--- src/rtl/uart_cmd_parser.sv ---
// uart_cmd_parser: ASCII hex frames (W/R) to register bus, ASCII replies.
// Define UART_CMD_PARSER_ECHO_EN to echo accepted bytes before processing.
module uart_cmd_parser #(
  parameter int ADDR_W = 8,
  parameter int DATA_W = 8,
  parameter int TIMEOUT_CYCLES = 500_000
) (
  input  logic              clk,
  input  logic              resetn,
  input  logic [7:0]        rx_data,
  input  logic              rx_valid,
  output logic              rx_ready,
  output logic [7:0]        tx_data,
  output logic              tx_valid,
  input  logic              tx_ready,
  output logic [ADDR_W-1:0] reg_addr,
  output logic [DATA_W-1:0] reg_wdata,
  output logic              reg_wr_en,
  output logic              reg_rd_en,
  input  logic [DATA_W-1:0] reg_rdata,
  output logic              cmd_err
);

  localparam logic [7:0] CH_CR = 8'h0D;
  localparam logic [7:0] CH_LF = 8'h0A;
  localparam logic [7:0] CH_SP = 8'h20;
  localparam int CW = $clog2(TIMEOUT_CYCLES + 1);
  localparam logic [CW-1:0] TO_LAST = CW'(TIMEOUT_CYCLES - 1);

  typedef enum logic [3:0] {
    S_IDLE, S_ADDR_HI, S_ADDR_LO, S_DATA_HI, S_DATA_LO,
    S_WAIT_CR, S_DRAIN, S_EXEC, S_RD_WAIT, S_RESP
  } state_t;

  state_t            state_q;
  logic              op_wr_q;
  logic [7:0]        addr_tmp_q;
  logic [7:0]        data_tmp_q;
  logic [CW-1:0]     cnt_q;
  logic [7:0]        tx_data_q;
  logic              tx_valid_q;
  logic [7:0]        b1_q;
  logic [7:0]        b2_q;
  logic [1:0]        rem_q;
  logic [ADDR_W-1:0] reg_addr_q;
  logic [DATA_W-1:0] reg_wdata_q;
  logic              wr_q;
  logic              rd_q;
  logic              err_q;

  logic       rcv;
  logic       acc;
  logic       ign;
  logic       evt;
  logic       echo_pend;
  logic [7:0] evt_byte;
  logic [7:0] rd8;

  function automatic logic is_hex(input logic [7:0] b);
    return (b >= 8'h30 && b <= 8'h39) ||
           (b >= 8'h41 && b <= 8'h46) ||
           (b >= 8'h61 && b <= 8'h66);
  endfunction

  function automatic logic [3:0] hex_val(input logic [7:0] b);
    if (b <= 8'h39) return b[3:0];
    return b[3:0] + 4'd9;
  endfunction

  function automatic logic [7:0] hex_chr(input logic [3:0] n);
    if (n < 4'd10) return 8'h30 + {4'h0, n};
    return 8'h37 + {4'h0, n};
  endfunction

  function automatic logic is_w(input logic [7:0] b);
    return b == 8'h57 || b == 8'h77;
  endfunction

  function automatic logic is_r(input logic [7:0] b);
    return b == 8'h52 || b == 8'h72;
  endfunction

  // Receive-state decode, acceptance and which byte drives the FSM.
  always_comb begin
    rcv = state_q inside {S_IDLE, S_ADDR_HI, S_ADDR_LO,
                          S_DATA_HI, S_DATA_LO, S_WAIT_CR, S_DRAIN};
    rx_ready = rcv && !echo_pend;
    acc = rx_valid && rx_ready;
    ign = (rx_data == CH_LF) ||
          (state_q == S_IDLE &&
           (rx_data == CH_CR || rx_data == CH_SP));
`ifdef UART_CMD_PARSER_ECHO_EN
    evt = echo_pend && tx_ready;
    evt_byte = tx_data_q;
`else
    evt = acc && !ign;
    evt_byte = rx_data;
`endif
    rd8 = '0;
    rd8[DATA_W-1:0] = reg_rdata;
  end

`ifdef UART_CMD_PARSER_ECHO_EN
  logic echo_q;
  assign echo_pend = echo_q;

  // Echo holds the byte on tx; FSM consumes it on the echo handshake.
  always_ff @(posedge clk or negedge resetn) begin
    if (!resetn) echo_q <= 1'b0;
    else if (acc && !ign) echo_q <= 1'b1;
    else if (echo_q && tx_ready) echo_q <= 1'b0;
  end
`else
  assign echo_pend = 1'b0;
`endif

  // Main FSM: frame assembly, bus strobes, timeout and response queue.
  always_ff @(posedge clk or negedge resetn) begin
    if (!resetn) begin
      state_q     <= S_IDLE;
      op_wr_q     <= 1'b0;
      addr_tmp_q  <= '0;
      data_tmp_q  <= '0;
      cnt_q       <= '0;
      tx_data_q   <= '0;
      tx_valid_q  <= 1'b0;
      b1_q        <= '0;
      b2_q        <= '0;
      rem_q       <= '0;
      reg_addr_q  <= '0;
      reg_wdata_q <= '0;
      wr_q        <= 1'b0;
      rd_q        <= 1'b0;
      err_q       <= 1'b0;
    end else begin
      wr_q  <= 1'b0;
      rd_q  <= 1'b0;
      err_q <= 1'b0;
`ifdef UART_CMD_PARSER_ECHO_EN
      if (echo_pend && tx_ready) tx_valid_q <= 1'b0;
      if (acc && !ign) begin
        tx_valid_q <= 1'b1;
        tx_data_q  <= rx_data;
      end
`endif
      if (acc) begin
        cnt_q <= '0;
      end else if (rcv && state_q != S_IDLE && !echo_pend) begin
        if (cnt_q == TO_LAST) begin
          cnt_q   <= '0;
          state_q <= S_IDLE;
        end else begin
          cnt_q <= cnt_q + 1'b1;
        end
      end
      unique case (state_q)
        S_IDLE: if (evt) begin
          if (is_w(evt_byte) || is_r(evt_byte)) begin
            op_wr_q <= is_w(evt_byte);
            state_q <= S_ADDR_HI;
          end else begin
            state_q <= S_DRAIN;
          end
        end
        S_ADDR_HI: if (evt) begin
          if (is_hex(evt_byte)) begin
            addr_tmp_q[7:4] <= hex_val(evt_byte);
            state_q <= S_ADDR_LO;
          end else state_q <= S_DRAIN;
        end
        S_ADDR_LO: if (evt) begin
          if (is_hex(evt_byte)) begin
            addr_tmp_q[3:0] <= hex_val(evt_byte);
            state_q <= op_wr_q ? S_DATA_HI : S_WAIT_CR;
          end else state_q <= S_DRAIN;
        end
        S_DATA_HI: if (evt) begin
          if (is_hex(evt_byte)) begin
            data_tmp_q[7:4] <= hex_val(evt_byte);
            state_q <= S_DATA_LO;
          end else state_q <= S_DRAIN;
        end
        S_DATA_LO: if (evt) begin
          if (is_hex(evt_byte)) begin
            data_tmp_q[3:0] <= hex_val(evt_byte);
            state_q <= S_WAIT_CR;
          end else state_q <= S_DRAIN;
        end
        S_WAIT_CR: if (evt) begin
          if (evt_byte == CH_CR) begin
            reg_addr_q <= addr_tmp_q[ADDR_W-1:0];
            if (op_wr_q) begin
              reg_wdata_q <= data_tmp_q[DATA_W-1:0];
              wr_q <= 1'b1;
            end else begin
              rd_q <= 1'b1;
            end
            state_q <= S_EXEC;
          end else state_q <= S_DRAIN;
        end
        S_DRAIN: if (evt && evt_byte == CH_CR) begin
          err_q      <= 1'b1;
          tx_valid_q <= 1'b1;
          tx_data_q  <= 8'h45;
          b1_q       <= CH_CR;
          rem_q      <= 2'd1;
          state_q    <= S_RESP;
        end
        S_EXEC: begin
          if (op_wr_q) begin
            tx_valid_q <= 1'b1;
            tx_data_q  <= 8'h4B;
            b1_q       <= CH_CR;
            rem_q      <= 2'd1;
            state_q    <= S_RESP;
          end else begin
            state_q <= S_RD_WAIT;
          end
        end
        S_RD_WAIT: begin
          tx_valid_q <= 1'b1;
          tx_data_q  <= hex_chr(rd8[7:4]);
          b1_q       <= hex_chr(rd8[3:0]);
          b2_q       <= CH_CR;
          rem_q      <= 2'd2;
          state_q    <= S_RESP;
        end
        S_RESP: if (tx_ready) begin
          if (rem_q == 2'd0) begin
            tx_valid_q <= 1'b0;
            state_q    <= S_IDLE;
          end else begin
            tx_data_q <= b1_q;
            b1_q      <= b2_q;
            rem_q     <= rem_q - 2'd1;
          end
        end
        default: state_q <= S_IDLE;
      endcase
    end
  end

  assign tx_data   = tx_data_q;
  assign tx_valid  = tx_valid_q;
  assign reg_addr  = reg_addr_q;
  assign reg_wdata = reg_wdata_q;
  assign reg_wr_en = wr_q;
  assign reg_rd_en = rd_q;
  assign cmd_err   = err_q;

endmodule

--- config.mk ---
export PLATFORM = sky130hd
export DESIGN_NAME = uart_cmd_parser
export DESIGN_NICKNAME = d
export VERILOG_FILES = /design/src/rtl/uart_cmd_parser.sv
export SDC_FILE = /design/constraint.sdc
export NUM_CORES = 1
export LEC_CHECK = 0
export ABC_AREA = 1
export CORE_AREA = 10 10 158 102
export DETAILED_ROUTE_END_ITERATION = 10
export DIE_AREA = 0 0 168 112
export SLEW_MARGIN = 0
export SYNTH_ARGS = -nofsm -noshare
export SYNTH_HDL_FRONTEND = slang
export SYNTH_SLANG_ARGS = --single-unit
--- constraint.sdc ---
create_clock -name clk -period 1.5 [get_ports clk]
set_input_delay 0.45 -clock clk [delete_from_list [all_inputs] [get_ports clk]]
set_output_delay 0.45 -clock clk [all_outputs]
set_load 0.05 [all_outputs]
==> summary.md, run 1 <==
| Metric | Value |
|---|---|
| Switching pwr | 0.00414 W |
| CTS Buf Count | 9 |
| Die width | about 170 um |
| Latest clock arrival within the worst-skew pair | around 0.35 ns |
| Number of diodes | 0 |
| Crit end category | output port |
| Avg WL per Cell | around 16 um |
| Fin cells | between 900 and 1000 |
| Final period utilization | 116% |
| Yosys warning total | 0 |
| CTS Buffer Depth | 2 |
| Worst R2R Setup Slack | -0.23 ns |
| FF-to-FF Start | state_q[1]$_DFF_PN0_ |
| Hold Crit Class | reg -> reg |
| Placed insts | around 890 |
| Share of cells above drive strength 1 | a little over half |
| # rows | 33 |
| Yosys top cell by area | dfrtp_1 |
| Slew Viols, Final | 0 |
| Synthesized cell area | 4540 um^2 |
| Fin nets | between 700 and 800 |
| Clk pwr share | a little under a quarter |
| Crit path DAT | between 1 and 1.5 ns |
| Leakage power | around 3.7 nW |
| Vias | 4698 |
| Final setup vio count | between 70 and 80 |
| Multi-input logic area | just over 3000 um^2 |
| CP required | roughly 1.1 ns |
| Cell count of the worst reg-to-reg path | 10 |
| Number of global-route vias before repair | about 4800 |
| Synth-to-layout area growth | 78.8% |
| Fmax | 573 MHz |
| Synth unique cells | 43 |
| Synth area leaders | dfrtp_1 (42%), nand2_1 (12%), inv_1 (6.2%) |
| Worst setup endpoint | rx_ready |
| TNS Setup | -10.85 ns |
| Final Hold Fails | 0 |
| Starting density of the core | between 30% and 40% |
| Post-synth top area share | 42.5% |
| CP Max Fanout | 4 |
| DRC violations left | 0 |
| Prevailing post-synth register cell | dfrtp_1 |
| Internal power | between 0.006 and 0.007 W |
| Pre-antenna DRT Iters | 5 |
| Syn Nets | between 600 and 700 |
| Max cap viols | 0 |
| Grt ovf | 0 |
| Hpwl dp | between 10 and 15 mm |
| Largest net degree at the start of global routing | 33 |
| Initial DRC Count | 227 |
| Total core area | around 13000 um^2 |
| Clock sink total | 77 |
| RSZ-0062 raised after global routing | true |
| FF-to-FF End | tx_data[1]$_DFFE_PN0P_ |
| First-pass GRT wire length | about 25 mm |
| Worst Skew | roughly 0.0079 ns |
| Flops & latches, synth | 77 |
| Crit. Startpoint | state_q[1]$_DFF_PN0_ |
| Failing checks | negative setup slack |
| H-Tree Level Count | 3 |
| Sw Ratio | between 30% and 40% |
| Total track usage | between 15 and 20% |
| Die height | about 110 um |
| Mean Syn Cell Area | 7.85 um^2 |
| CP startpoint kind | register |
| Fin crit period | 1.74 ns |
| Cell Pwr Density | approximately 1300 nW/um^2 |
| PortBufs | 47 |
| Post-Synthesis Cells | slightly below 600 |
| CTS root buf | clkbuf_16 |
| Max VDD drop | 0.618 mV |
| WL final | about 16 mm |
| Post-DRT Antenna Nets | 0 |
| Initial antenna violation count | 0 |
| CTS tree | built |
| Clock-pin slew on the worst setup and hold paths | 0.06 ns |
| DR vias/cell | just under 5 |
| Sequential area share after synthesis | approximately 42% |
| Ys async rst share | 100% |
| Logic pwr share | between 40% and 50% |
| GPL Wtd Cong | ~0.88 |
| Seq. cell area | between 1500 and 2000 um^2 |
| Die area | 18800 um^2 |
| Fill count | 1000 |
| I/O Pins | between 40 and 50 |
| Final WS setup | -0.245 ns |
| Crit path kind | reg -> out |
| Status | complete, but fails checks |
| Sequential share of power | roughly 27% |
| Post-synth EDFFs | 0 |
| DP Worst Slack | -0.921 ns |
[sequential cells by signal, indices dropped and copies added (netlist names)]
| register | flops |
|---|---|
| cnt_q | 19 |
| tx_valid | 1 |
| tx_data | 7 |
| rem_q | 2 |
| b2_q | 1 |
| reg_addr | 8 |
| op_wr_q | 1 |
| reg_wdata | 8 |
| addr_tmp_q | 8 |
| reg_wr_en | 1 |
| state_q | 4 |
| data_tmp_q | 8 |
| reg_rd_en | 1 |
| b1_q | 7 |
| cmd_err | 1 |
[synth_stat cells (all sizes together), types with 2 or more instances]
master,n
nand2,168
inv,88
dfrtp,77
o21ai,74
nor2,49
nand3,33
a21oi,20
buf,10
nor3,10
xor2,9
ha,8
nand4,8
o22ai,8
a31oi,4
clkinv,2
[worst min path at each step]
stage                        start                        end  slack (ns)  cells after the start
2_1_floorplan               resetn  addr_tmp_q[0]$_DFFE_PN0P_        0.15                      0
3_3_place_gp                resetn   reg_wdata[5]$_DFFE_PN0P_        0.36                      1
3_5_place_dp                resetn   reg_wdata[7]$_DFFE_PN0P_        0.36                      1
4_1_cts        b2_q[0]$_DFFE_PN0P_        b2_q[0]$_DFFE_PN0P_        0.47                      1
5_1_grt        b2_q[0]$_DFFE_PN0P_        b2_q[0]$_DFFE_PN0P_        0.52                      1
6_report       b2_q[0]$_DFFE_PN0P_        b2_q[0]$_DFFE_PN0P_        0.49                      1
[stage by stage]
step           total power (W)  util [%]  cell area [um^2]  hold WS [ns]
2_1_floorplan          0.00472         -              4660         0.154
3_3_place_gp           0.00613      47.8              6340         0.355
3_5_place_dp           0.00623      47.8              6340         0.361
4_1_cts                0.00999      57.5              7630         0.475
5_1_grt                 0.0113      61.2              8110         0.522
6_report                0.0108      61.2              8110         0.486
[what timing repair did]
| action | CTS | global route |
|---|---|---|
| cloned | 9 | 0 |
| hold endpoints to repair | 13 | 0 |
| gates resized for setup | 172 | 110 |
| hold buffers | 1 | 0 |
| setup buffers | 22 | 17 |
| pin swaps | 43 | 47 |
| setup endpoints to repair | 77 | 77 |
[routing by layer]
metal	vias to the layer above	GRT usage, %	wire length (um)
met5	-	0	0
met4	0	4.22	231
met3	19	3.41	694
met2	121	25.8	7630
met1	2297	20.8	7110
li1	2261	-	-
[cells in the final DEF, fill, tap and decap left out, types with 15 or more instances in the layout]
| master | synthesis | routed |
|---|---|---|
| buf_12 | 0 | 38 |
| buf_4 | 1 | 100 |
| buf_6 | 3 | 27 |
| dfrtp_1 | 77 | 73 |
| inv_1 | 75 | 65 |
| inv_2 | 13 | 15 |
| nand2_1 | 151 | 97 |
| nand2_2 | 13 | 36 |
| nand2_4 | 4 | 32 |
| nand3_1 | 27 | 15 |
| nor2_1 | 38 | 21 |
| nor2_4 | 2 | 23 |
| o21ai_1 | 16 | 27 |
| o21ai_2 | 27 | 34 |
[power groups by stage]
| stage | registers [W] | clock network [W] | logic (W) |
|---|---|---|---|
| after floorplan | 0.00297 | 0 | 0.00175 |
| after global placement | 0.00277 | 0 | 0.00336 |
| after detailed placement | 0.00278 | 0 | 0.00345 |
| after CTS | 0.00284 | 0.00260 | 0.00455 |
| after global routing | 0.00293 | 0.00271 | 0.00562 |
| final | 0.00289 | 0.00258 | 0.00529 |
[final cells by class]
cell class                 instances  area share (%)
sequential                        77            23.8
clock buffer                       9            2.78
clock inverter                     7            1.51
timing repair buffer             190            26.8
inverter                          90            4.78
tap                              175            2.70
multi-input combinational        403            37.6
[kinds of logic (layout without fill, tap and decap cells)]
kind of cell	Yosys count	count (layout)	synth area share (%)
xor gates and xnor gates	10	10	1.93
AOI/OAI and AO/OA	111	111	15.4
adders and majority gates	8	8	2.21
buffers and inverters	100	296	9.46
and+or+nand+nor	271	273	28.5
other	1	1	0.0827
DFF	77	77	42.5
[worst max-delay path, cell delays in order, from the launching register on]
cell	delay, ns
dfrtp_2	0.46
nand3_4	0.11
buf_6	0.14
nand2_2	0.05
inv_2	0.05
buf_12	0.14
Note: power is estimated with default switching activity, not from simulation.
==> inputs of run 2 (changes only) <==
- PLACE_DENSITY: not set -> 0.65
==> run 2 against run 1 <==
Effect of this change:
- the run still ends with negative setup slack left
- critical endpoint is now tx_data[0]$_DFFE_PN0P_
- maximum frequency is 4.9% lower
- setup slack worse by 0.090 ns
- highest routed layer unchanged
- clock power is 8.5% lower
- first-iteration DRC count is 35% higher
==> summary.md, run 2 (same netlist as run 1, synthesis figures left out) <==
| Metric | Value |
|---|---|
| Clock-pin slew on the worst setup and hold paths | 0.06 ns |
| Crit path DAT | between 2 and 2.5 ns |
| Final hold slack | 0.476 ns |
| Hpwl dp | around 10 mm |
| Hold Crit Class | reg -> reg |
| Post-DRT Antenna Nets | 0 |
| Leakage power | 3.67 nW |
| Slowest stage cell, crit path | dfrtp_2 |
| Slew Viols, Final | 0 |
| Total core area | around 13000 um^2 |
| Initial antenna violation count | 0 |
| Crit path kind | reg -> reg |
| GPL Wtd Cong | roughly 0.85 |
| CP cell instances | buf_4, nor2_4, nand2_2, nand3_1, o21ai_2, inv_2, nand3_4, buf_12, buf_16, nand2_2, o21ai_2 |
| DR vias/cell | between 5 and 6 |
| Number of flip-flops under the largest register name | 19 |
| Avg WL per Cell | 16.4 um |
| Fin cells | ~950 |
| Switching pwr | 0.00385 W |
| Total track usage | roughly 15% |
| Final WS setup | -0.335 ns |
| RSZ-0062 raised after global routing | true |
| Most common cell after layout, fill and taps aside | nand2_1 |
| First-pass GRT wire length | 23.9 mm |
| Fin crit period | approximately 1.8 ns |
| Number of global-route vias before repair | about 4800 |
| Cell Pwr Density | between 1000 and 1500 nW/um^2 |
| Fmax | about 550 MHz |
| Grt ovf | 0 |
| DRC violations left | 0 |
| Clock sink total | slightly below 80 |
| Worst Hold Launch | b2_q[0]$_DFFE_PN0P_ |
| Final Hold Fails | 0 |
| Pre-antenna DRT Iters | 5 |
| Slowest cell delay on critical path | between 0.4 and 0.5 ns |
| CTS Buffer Depth | 2 |
| Die width | roughly 170 um |
| Share of cells above drive strength 1 | between 50% and 60% |
| Sequential share of power | between 20% and 30% |
| CP required | around 1.7 ns |
| Max VDD drop | between 0.5 and 0.6 mV |
| Commonest cells after routing, fill and taps aside | nand2_1 (116), buf_4 (109), dfrtp_1 (71) |
| # rows | 33 |
| Largest net degree at the start of global routing | 24 |
| CTS Buf Count | 9 |
| Die area | roughly 19000 um^2 |
| Worst R2R Setup Slack | -0.33 ns |
| Max cap viols | 0 |
| Internal power | ~0.0061 W |
| Synth-to-layout area growth | 71.9% |
| Sw Ratio | 38.6% |
| Biggest register | cnt_q |
| Starting density of the core | around a third |
| Placed insts | approximately 890 |
| Fin nets | approximately 800 |
| Failing checks | negative setup slack |
| Vias | 4831 |
| Crit end category | register |
| Clk pwr share | between 20% and 30% |
| Latest clock arrival within the worst-skew pair | approximately 0.34 ns |
| Cell count of the worst reg-to-reg path | 11 |
| Final period utilization | 122% |
| Worst Skew | 0.00667 ns |
| FF-to-FF End | tx_data[0]$_DFFE_PN0P_ |
| FF-to-FF Start | state_q[3]$_DFF_PN0_ |
| Logic pwr share | 47.8% |
| I/O Pins | between 40 and 50 |
| CTS tree | built |
| Initial DRC Count | 306 |
| WL final | roughly 16 mm |
| Number of diodes | 0 |
| PortBufs | 47 |
| CTS root buf | clkbuf_16 |
| CP Max Fanout | 5 |
| Die height | approximately 110 um |
| Hold endpoint | b2_q[0]$_DFFE_PN0P_ |
| H-Tree Level Count | 3 |
| Hold depth | 1 |
| Final setup vio count | 74 |
| Status | complete, but fails checks |
| CP startpoint kind | register |
## run 2: changes by cell type in the layout (fill, tap and decap cells not counted), sizes merged
cell	change
buf	+4
bufinv	-1
clkbuf	+6
clkdlybuf4s15	-2
clkinvlp	-1
dlygate4sd2	-2
inv	-1
## run 2: layer usage
layer	GRT usage (%)	vias up	wire length, um
li1	-	2263	-
met1	20.3	2360	6960
met2	23.8	162	7220
met3	3.20	46	947
met4	4.62	0	468
met5	0	-	0
## run 2: cell type report
type | count | area [um^2]
Fill cell | 1032 | 5450
Multi-Input combinational cell | 403 | 2830
Timing Repair Buffer | 194 | 2120
Sequential cell | 77 | 1930
Inverter | 90 | 380
Clock buffer | 11 | 243
Tap cell | 175 | 219
Clock inverter | 4 | 72.6
## run 2: timing repair
action / in CTS / in global routing
pin swaps: 42 / 41
setup buffers: 31 / 16
hold buffers: 1 / 0
endpoints found under the setup margin: 76 / 78
resized for setup: 113 / 124
cloned: 6 / 1
hold endpoints to repair: 15 / 0
## run 2: worst max-delay path by stage
stage	start	endpoint	slack (ns)	cells past startpoint
after floorplan	rx_data[1]	tx_data[1]$_DFFE_PN0P_	-0.18	13
after global placement	rx_data[1]	addr_tmp_q[5]$_DFFE_PN0P_	-0.89	13
after detailed placement	rx_data[1]	reg_wdata[0]$_DFFE_PN0P_	-0.93	13
after CTS	state_q[2]$_DFF_PN0_	reg_wdata[4]$_DFFE_PN0P_	-0.22	12
after global routing	state_q[3]$_DFF_PN0_	tx_data[0]$_DFFE_PN0P_	-0.36	11
final	state_q[3]$_DFF_PN0_	tx_data[0]$_DFFE_PN0P_	-0.33	11
## run 2: power by group through the flow
stage                     Clock (W)  Combinational, W  Sequential, W
after global routing        0.00247           0.00508        0.00288
after detailed placement          0           0.00330        0.00282
after CTS                   0.00237           0.00407        0.00280
final                       0.00236           0.00478        0.00285
after floorplan                   0           0.00175        0.00297
after global placement            0           0.00321        0.00280
## run 2: through the flow
stage | setup TNS, ns | power, W | instance area [um^2] | setup slack (ns) | util [%]
after global placement | -52.48 | 0.00601 | 6310 | -0.892 | 47.6
after floorplan | -4.13 | 0.00472 | 4660 | -0.175 | -
final | -14.45 | 0.00999 | 7800 | -0.335 | 58.9
after CTS | -9.56 | 0.00923 | 7370 | -0.224 | 55.6
after detailed placement | -56.50 | 0.00612 | 6310 | -0.930 | 47.6
after global routing | -19.07 | 0.0104 | 7800 | -0.363 | 58.9
## run 2: critical path: cells and delay by family (launching register included)
kind | cells | cell delay, ns
buffers and inverters | 4 | 0.53
flip-flops | 1 | 0.45
AND/OR/NAND/NOR | 5 | 0.60
AO/OA/AOI/OAI | 2 | 0.14
==> patch 1: new RTL, flow settings as in run 2 <==
The parameter `ADDR_W` goes from 8 to 7.
--- a/src/rtl/uart_cmd_parser.sv
+++ b/src/rtl/uart_cmd_parser.sv
@@ -1,7 +1,7 @@
 // uart_cmd_parser: ASCII hex frames (W/R) to register bus, ASCII replies.
 // Define UART_CMD_PARSER_ECHO_EN to echo accepted bytes before processing.
 module uart_cmd_parser #(
-  parameter int ADDR_W = 8,
+  parameter int ADDR_W = 7,
   parameter int DATA_W = 8,
   parameter int TIMEOUT_CYCLES = 500_000
 ) (
Interface: changed (resized reg_addr); port bits go from 49 to 48. No check against the original RTL was run, so the function may have changed too.
==> patch 1 against run 2 <==
The run still ends with setup timing left. Worst setup slack improved by 12 ps. Sequential cell count decreased by 2. Design area shrank 4.8%. Power is 18% higher. Synthesized area is 6.6% lower. Final cell count down 3.9%. Synthesized cell count is 4.0% lower. Wire length decreased by 10%. Via count down 8.1%. Highest routed layer unchanged.
==> patch 1: results <==
{
  "synth_nets": 583,
  "fin_nets": 766,
  "flops_and_latches": 75,
  "violations": "setup timing",
  "grt_use_total": 0.138,
  "n_all_inverters": 89,
  "setup_violations": 75,
  "fin_worst_skew_ps": 3.70,
  "nClkBuffers": 10,
  "grt_pass1_wl_mm": 21.7,
  "wl_met3_um": 891,
  "vdd_drop_max_mv": 0.940,
  "wl_met2_mm": 6.75,
  "r2r-end": "b1_q[1]",
  "worst_slack_ps": -323,
  "placed_cells": 872,
  "yosys-top-cells-count": "nand2_1 (158), inv_1 (78), dfrtp_1 (75)",
  "powerDensity_mw_per_mm2": 1580,
  "final-clk-cell-share": 0.0426,
  "ys_seq_area_frac": 0.443,
  "vias_per_cell": 4.84,
  "postSynthAreaPerCell_um2": 7.64,
  "drt-total-wl_mm": 14.0,
  "timing.rr.start": "state_q[0]",
  "bufAreaShareNonClock": 0.261,
  "grt_max_degree": 42,
  "synth_cell_types": 38,
  "status": "finished with violations",
  "drtPass1Iterations": 4,
  "n_fill_cell": 1081
}
[patch 1: changes by cell type after synthesis, sizes merged, moves of 2 or more]
cell    before  now
nand3       33   26
nor2        49   54
nor3        10    5
a21oi       20   23
a31oi        4    1
buf         10    7
nand4        8    5
o21ai       74   71
clkinv       2    0
dfrtp       77   75
o22ai        8    6
xor2         9    7
[patch 1: worst max-delay path, stage by stage, from the launching register on]
cell     delay (ps)
dfrtp_1         450
buf_6           150
nand2_1          50
inv_1           130
nand2_2         110
nand3_1         100
o21ai_1          60
inv_1           140
nand3_4         180
buf_12          210
nand2_2          70
o21ai_2          50
[patch 1: logic make-up after synthesis]
logic type | Yosys count | share of synthesized area
adder cells (fa/ha/maj) | 8 | 0.0236
AND/OR/NAND/NOR | 259 | 0.272
AO/OA/AOI/OAI | 108 | 0.149
flip-flops | 75 | 0.443
buffers and inverters | 96 | 0.0953
XOR/XNOR | 8 | 0.0165
other | 1 | 0.000885
[patch 1: report_power, final]
| part | internal [W] | switching [W] | total (W) | leakage [nW] |
|---|---|---|---|---|
| logic | 0.00305 | 0.00349 | 0.00654 | 2.44 |
| registers | 0.00246 | 0.000467 | 0.00293 | 0.973 |
| clock network | 0.00148 | 0.000818 | 0.00230 | 0.154 |
| total | 0.00700 | 0.00477 | 0.0118 | 3.57 |
[patch 1: worst max path at each step]
stage	startpoint	to	cells past startpoint
2_1_floorplan	rx_data[1]	tx_data[2]	13
3_5_place_dp	rx_data[1]	b1_q[6]	15
5_1_grt	cnt_q[1]	state_q[1]	12
6_report	state_q[0]	b1_q[1]	11
4_1_cts	rx_data[1]	b1_q[1]	15
3_3_place_gp	rx_data[1]	tx_data[3]	15
[patch 1: routing by layer]
layer  track usage  up-vias
li1              -     2126
met1         0.179     2116
met2         0.221      155
met3        0.0341       41
met4        0.0462        0
met5             0        -
==> patch 2: new RTL, settings of run 2 <==
Without the edit above. Put one more register stage on the output `cmd_err`, cleared by the reset. The value now appears one clock later. The other outputs are not delayed to match.
--- a/src/rtl/uart_cmd_parser.sv
+++ b/src/rtl/uart_cmd_parser.sv
@@ -246,7 +246,13 @@
   assign reg_wdata = reg_wdata_q;
   assign reg_wr_en = wr_q;
   assign reg_rd_en = rd_q;
-  assign cmd_err   = err_q;
+  always_ff @(posedge clk or negedge resetn) begin
+    if (!resetn) begin
+      cmd_err <= '0;
+    end else begin
+      cmd_err <= err_q;
+    end
+  end
 
 endmodule
 
Function: changed (a bounded check fails within 4 cycles, from zero or initial values and one cycle with resetn low).
==> patch 2 against run 2 <==
The flow still finishes with violations (setup timing). Wire length decreased by 13%. Design area decreased by 4.7%. Global-route usage decreased by 1.5 points. Clock power decreased by 13%. Via count decreased by 7.3%. Worst setup slack improved by 51 ps. Critical path depth increased by 1. Power increased by 6.9%. Clock skew increased by 1.0 ps. Sequential cell count increased by 1. Core utilization decreased by 2.8 points. Synthesized area decreased by 5.9%. Highest routed layer unchanged.
==> patch 2: results <==
{
  "status": "finished with violations",
  "violations": "setup timing",
  "synth-seq-cells": 78,
  "vdd_drop_max_mv": 0.699,
  "r2r-end": "reg_addr[0]",
  "critPathTopFamily": "buffers and inverters",
  "area_delta_synth_final_pct": 74.0,
  "min_path_type": "in -> async",
  "drt-total-wl_mm": 13.6,
  "p_sw_frac": 0.399,
  "drtPass1Iterations": 9,
  "fin_nets": 772,
  "fin_worst_skew_ps": 7.67,
  "timing.rr.start": "state_q[1]",
  "drive_gt1_frac": 0.473,
  "power_frac_seq": 0.275,
  "dpl.hpwl_mm": 8.74,
  "ys_top_cells_by_area": "dfrtp_1 (46%), nand2_1 (13%), inv_1 (6.4%)",
  "path_max_fanout": 6,
  "drt-initial-drc-count": 317,
  "grt_pass1_wl_mm": 21.5,
  "n_fill_cell": 1088,
  "worst_slack_ps": -284,
  "synth_cell_types": 41,
  "rr_worst_depth": 12,
  "ys_seq_area_frac": 0.457,
  "setup_violations": 76,
  "yosys-top-cells-count": "nand2_1 (148), dfrtp_1 (78), inv_1 (73)"
}
-- patch 2: stage by stage --
stage	setup TNS [ps]	hold WS [ps]	instances	instance area, um^2
after global placement	-52340	336	865	6100
after detailed placement	-55310	345	865	6100
final	-13840	93.1	924	7430
after global routing	-21260	152	924	7430
after floorplan	-7580	154	549	4390
after CTS	-11070	142	913	7100
-- patch 2: what timing repair did --
| item | 4_1_cts | 5_1_grt |
|---|---|---|
| setup buffers | 26 | 16 |
| pin swaps | 40 | 28 |
| endpoints found under the setup margin | 72 | 77 |
| cloned | 7 | 0 |
| gates resized for setup | 148 | 70 |
| hold buffers | 0 | 0 |
-- patch 2: routing by layer --
| layer | vias up | track usage | routed length, um |
|---|---|---|---|
| li1 | 2178 | - | - |
| met1 | 2149 | 0.177 | 6090 |
| met4 | 0 | 0.0434 | 220 |
| met5 | - | 0 | 0 |
| met3 | 22 | 0.0393 | 868 |
| met2 | 127 | 0.214 | 6410 |
-- patch 2: kinds of logic (layout without fill, tap and decap cells) --
group	Yosys count	after routing	synth area share
other cells	1	1	0.000878
simple gates	264	266	0.271
compound gates	105	105	0.152
xor+xnor	7	7	0.0144
fa+ha+maj	8	8	0.0234
buf+inv	86	284	0.0812
flops	78	78	0.457
-- patch 2: worst max-delay path by stage --
stage | slack [ps] | end | startpoint | cells past startpoint
finish | -280 | reg_addr[0] | state_q[1] | 12
global route | -380 | reg_addr[0] | state_q[1] | 12
CTS | -270 | reg_addr[1] | state_q[0] | 12
detailed placement | -980 | tx_data[6] | rx_data[1] | 15
global placement | -900 | tx_data[6] | rx_data[1] | 15
floorplan | -270 | tx_data[3] | rx_data[1] | 13
-- patch 2: cell type report --
type | instances | area [um^2] | area share
multi-input cells | 387 | 2650 | 0.357
repair buffers | 187 | 1980 | 0.267
flip-flops and latches | 78 | 1960 | 0.263
inverters | 80 | 335 | 0.0451
clock buffers | 9 | 225 | 0.0303
well taps | 175 | 219 | 0.0295
clock inverters | 7 | 56.3 | 0.00758
repair inverters | 1 | 6.26 | 0.000842
-- patch 2: power groups by stage --
stage	registers, W	logic, W	clock network, W
2_1_floorplan	0.00305	0.00194	0
3_3_place_gp	0.00285	0.00374	0
3_5_place_dp	0.00286	0.00387	0
4_1_cts	0.00288	0.00508	0.00210
5_1_grt	0.00299	0.00607	0.00219
6_report	0.00293	0.00568	0.00206
